--- src/rtl/ram_req_arbiter.sv ---
// rtl/ram_req_arbiter.sv - round-robin write/read arbiter in front of a single-port synchronous RAM
// Read credits cover the mem_re stage, the mem_rdata stage and the 2-entry response FIFO.
module ram_req_arbiter #(
  parameter int DW = 8,
  parameter int AW = 6
) (
  input  logic          clk,
  input  logic          rst,
  input  logic          wr_valid,
  output logic          wr_ready,
  input  logic [AW-1:0] wr_addr,
  input  logic [DW-1:0] wr_data,
  input  logic          rd_valid,
  output logic          rd_ready,
  input  logic [AW-1:0] rd_addr,
  output logic          rsp_valid,
  input  logic          rsp_ready,
  output logic [DW-1:0] rsp_data,
  output logic          mem_we,
  output logic          mem_re,
  output logic [AW-1:0] mem_addr,
  output logic [DW-1:0] mem_wdata,
  input  logic [DW-1:0] mem_rdata
);

  logic          rr_q, rr_d;
  logic          mem_we_q, mem_re_q;
  logic [AW-1:0] mem_addr_q, mem_addr_d;
  logic [DW-1:0] mem_wdata_q, mem_wdata_d;
  logic          rd_pend_q;
  logic [1:0]    outstanding_q, outstanding_d;
  logic [DW-1:0] fifo_q [2];
  logic          wptr_q, rptr_q;
  logic [1:0]    cnt_q, cnt_d;
  logic          push, pop, rd_elig, grant_wr, grant_rd;

  assign pop     = (cnt_q != 2'd0) && rsp_ready;
  assign push    = rd_pend_q;
  // A pop this cycle returns its credit immediately.
  assign rd_elig = rd_valid && ((outstanding_q - {1'b0, pop}) < 2'd2);

  always_comb begin
    grant_wr = 1'b0;
    grant_rd = 1'b0;
    if (wr_valid && rd_elig) begin
      grant_wr = !rr_q;
      grant_rd = rr_q;
    end else begin
      grant_wr = wr_valid;
      grant_rd = rd_elig;
    end
  end

  always_comb begin
    rr_d          = rr_q;
    mem_addr_d    = mem_addr_q;
    mem_wdata_d   = mem_wdata_q;
    outstanding_d = outstanding_q + {1'b0, grant_rd} - {1'b0, pop};
    cnt_d         = cnt_q + {1'b0, push} - {1'b0, pop};
    if (grant_wr) begin
      rr_d        = 1'b1;
      mem_addr_d  = wr_addr;
      mem_wdata_d = wr_data;
    end else if (grant_rd) begin
      rr_d       = 1'b0;
      mem_addr_d = rd_addr;
    end
  end

  always_ff @(posedge clk or posedge rst) begin
    if (rst) begin
      rr_q          <= 1'b0;
      mem_we_q      <= 1'b0;
      mem_re_q      <= 1'b0;
      mem_addr_q    <= '0;
      mem_wdata_q   <= '0;
      rd_pend_q     <= 1'b0;
      outstanding_q <= 2'd0;
      fifo_q[0]     <= '0;
      fifo_q[1]     <= '0;
      wptr_q        <= 1'b0;
      rptr_q        <= 1'b0;
      cnt_q         <= 2'd0;
    end else begin
      rr_q          <= rr_d;
      mem_we_q      <= grant_wr;
      mem_re_q      <= grant_rd;
      mem_addr_q    <= mem_addr_d;
      mem_wdata_q   <= mem_wdata_d;
      rd_pend_q     <= mem_re_q;
      outstanding_q <= outstanding_d;
      cnt_q         <= cnt_d;
      if (push) begin
        fifo_q[wptr_q] <= mem_rdata;
        wptr_q         <= !wptr_q;
      end
      if (pop) begin
        rptr_q <= !rptr_q;
      end
    end
  end

  assign wr_ready  = grant_wr;
  assign rd_ready  = grant_rd;
  assign rsp_valid = (cnt_q != 2'd0);
  assign rsp_data  = fifo_q[rptr_q];
  assign mem_we    = mem_we_q;
  assign mem_re    = mem_re_q;
  assign mem_addr  = mem_addr_q;
  assign mem_wdata = mem_wdata_q;

endmodule

--- config.mk ---
export PLATFORM = sky130hd
export DESIGN_NAME = ram_req_arbiter
export DESIGN_NICKNAME = d
export VERILOG_FILES = /design/src/rtl/ram_req_arbiter.sv
export SDC_FILE = /design/constraint.sdc
export NUM_CORES = 1
export LEC_CHECK = 0
export BUFFER_PORTS_ARGS = -buffer_cell sky130_fd_sc_hd__buf_2
export CORE_UTILIZATION = 44
export DETAILED_ROUTE_END_ITERATION = 8
export PLACE_DENSITY = 0.75
export SLEW_MARGIN = 20
export SYNTH_ARGS = -nofsm -noshare
export SYNTH_HDL_FRONTEND = slang
export SYNTH_SLANG_ARGS = --single-unit
--- constraint.sdc ---
create_clock -name clk -period 2.3 [get_ports clk]
set_input_delay 0 -clock clk [delete_from_list [all_inputs] [get_ports clk]]
set_output_delay 0 -clock clk [all_outputs]
set_load 0.01 [all_outputs]
==> results.tsv <==
stage	metric	value	unit
job	max-cap violations	0	
placed_design	gpl congestion	0.685	
finish	fin area	2540	um2
timing	clk_skew	0.00255	ns
drt	Final Routed Wirelength	4010	um
drt	Avg Vias per Cell	4.93	
drt	drt wl/cell	14.4	um
drt	Detail Route Antenna Nets	0	
logic_synthesis	Ys Warns	0	
clock_network	CTS buffer count	5	
power	VDD IR max	0.694	mV
timing	Tmin final	2.23	ns
timing	Final setup viols	0	
finish	Area Growth Syn to Fin	43.4	%
clock_network	Longest Clk Path Bufs	2	
drt	# DRC	0	
finish	most frequent cells in the layout	buf_2 (59), dfrtp_1 (40), mux2_2 (27)	
finish	Final nets	266	
setup_path	startpoint class of the critical path	flop	
global_route	GRT Util Overall	0.205	
finish	diodes inserted	0	
floorplanning	die height	65.5	um
floorplanning	Initial Util	0.470	
power	P_leak	1.25	nW
finish	layout cells sized above 1	0.522	
drt	Starting DRT DRC Count	54	
setup_path	CP Max Fanout	5	
global_route	initial antenna violation count	0	
clock_network	CTS clk-pin slew, worst paths	0.07	ns
floorplanning	core area	3770	um2
placed_design	Port Buf Inserts	59	
floorplanning	std cell rows	22	
timing	final hold slack	0.00896	ns
setup_path	R2R depth	7	
power	sequential share of power	0.372	
logic_synthesis	Yosys cell types	21	
timing	Slew @ Worst Pin	0.560	ns
logic_synthesis	syn_nets	176	
hold_path	hold depth	2	
drt	drt first pass iters	4	
placed_design	hpwl dp	2640	um
setup_path	CP Class	reg -> reg	
timing	RSZ-0062 raised after global routing	false	
setup_path	Crit path required time	2.48	ns
global_route	vias in the first global route	1439	
drt	DR vias	1371	
timing	Hold Violations, Final	0	
clock_network	htree depth	2	
power	Logic pwr share	0.446	
hold_path	type of the tightest min-delay check	in -> reg	
clock_network	clock root cell	clkbuf_8	
floorplanning	IO Count	60	
logic_synthesis	register area share after synthesis	0.564	
logic_synthesis	top post-synthesis cells by area	dfrtp_1 (56%), mux2_2 (17%), nand2_1 (5.5%)	
timing	Final period util	0.969	
global_route	largest net degree at the start of global routing	41	
finish	commonest non-fill, non-tap cell in the layout	buf_2	
floorplanning	die width	65.5	um
logic_synthesis	Cells after Synth	139	
power	Sw Ratio	0.332	
status	status	finished, final reports clean	
logic_synthesis	area leader, netlist	dfrtp_1	
placed_design	placed instance area	2130	um2
clock_network	later-pin clock latency in the skew report	0.29	ns
timing	Max Fclk	0.449	GHz
power	P_sw	1.12	mW
power	total power	3.39	mW
logic_synthesis	Synth Register Bits	40	
setup_path	data arrival time of the critical path	2.40	ns
logic_synthesis	area share of the largest cell type after synthesis	0.564	
timing	setup ws final	0.0708	ns
timing	fin. max-slew vios	0	
global_route	first-pass GRT wire length	6460	um
clock_network	clk sink count	40	
setup_path	CP Capture Type	flop	
clock_network	CTS tree	yes	
timing	setup TNS	0	ns
logic_synthesis	mean post-synth cell area	12.8	um2
global_route	grt ovf	0	
logic_synthesis	Mapped Area	1770	um2
floorplanning	die area	4290	um2
power	Clock Power Share	0.181	
power	Int Pwr	2.26	mW
power	Power Dens Cells	1330	nW/um2
placed_design	DP Worst Slack	0.00611	ns
timing	max_slew headroom	0.625	
-- sequential cells by signal, indices dropped and copies added (netlist names) --
register / cells
rptr_q: 1
rr_q: 1
wptr_q: 1
outstanding_q: 2
mem_we: 1
mem_re: 1
mem_addr: 6
cnt_q: 2
fifo_q: 16
push: 1
mem_wdata: 8
-- worst paths after layout --
kind | start | to | slack, ns
min in group asynchronous | rst | mem_addr[4] | 0.36
hold / removal | wr_addr[4] | mem_addr[4] | 0.009
max in group asynchronous | rst | fifo_q[2] | 1.60
hold reg to reg | mem_re | push | 0.40
setup reg to reg | cnt_q[1] | mem_addr[3] | 0.07
setup / recovery | cnt_q[1] | mem_addr[3] | 0.07
-- stage by stage --
step           utilization  instances
2_1_floorplan            -        139
3_3_place_gp         0.565        243
3_5_place_dp         0.565        243
4_1_cts              0.663        276
5_1_grt              0.675        278
6_report             0.675        278
-- power by group through the flow --
stage          registers (mW)  clock network [mW]  logic [mW]
2_1_floorplan            1.23                   0       0.951
3_3_place_gp             1.24                   0        1.29
3_5_place_dp             1.27                   0        1.36
4_1_cts                  1.26               0.634        1.45
5_1_grt                  1.30               0.670        1.64
6_report                 1.26               0.614        1.51
-- kinds of logic (layout without fill, tap and decap cells) --
logic type,count (synthesis),after routing,share of synthesized area
adder cells (fa/ha/maj),4,4,0.0282
AND/OR/NAND/NOR,38,39,0.101
buffers and inverters,13,103,0.0339
XOR/XNOR,6,6,0.0296
AO/OA/AOI/OAI,8,8,0.0465
flip-flops,40,40,0.564
multiplexers,30,30,0.197
-- per-layer routing --
layer | vias to the layer above | GRT usage | share of wire
met1 | 663 | 0.223 | 0.41
met3 | 7 | 0.0503 | 0.047
met5 | - | 0 | 0
met4 | 0 | 0.0978 | 0.018
li1 | 649 | - | -
met2 | 52 | 0.370 | 0.53
-- synth_stat cells, drive strengths merged --
cell type,instances
nand3,1
a21boi,1
o221a,6
and2,2
inv,7
ha,4
nand3b,6
xnor2,4
nand2,26
nor2,1
dfrtp,40
or2,1
clkbuf,4
o21a,1
mux2,30
nand2b,1
buf,2
xor2,2
-- cell type report --
type                    count  area [um2]
clock buffers               7        96.3
clock inverters             1        30.0
fillers                   295        1230
inverters                   7        26.3
multi-input cells          87         768
flip-flops and latches     40        1000
well taps                  48        60.1
repair buffers             88         563
-- critical path: stages, from the launching register on --
cell	delay, ns
dfrtp_1	0.38
or2_2	0.30
and2_1	0.20
ha_4	0.18
xnor2_4	0.21
and2_4	0.22
mux2_2	0.35
o221a_2	0.26
-- repair_timing --
action | CTS | global route
setup endpoints to repair | 4 | 16
hold buffers | 20 | 0
hold endpoints to repair | 67 | 0
gates cloned | 1 | 0
resized for setup | 2 | 4
pin swaps | 3 | 2
buffers inserted | 4 | 2
No activity file was read; power rests on OpenSTA's default activity.
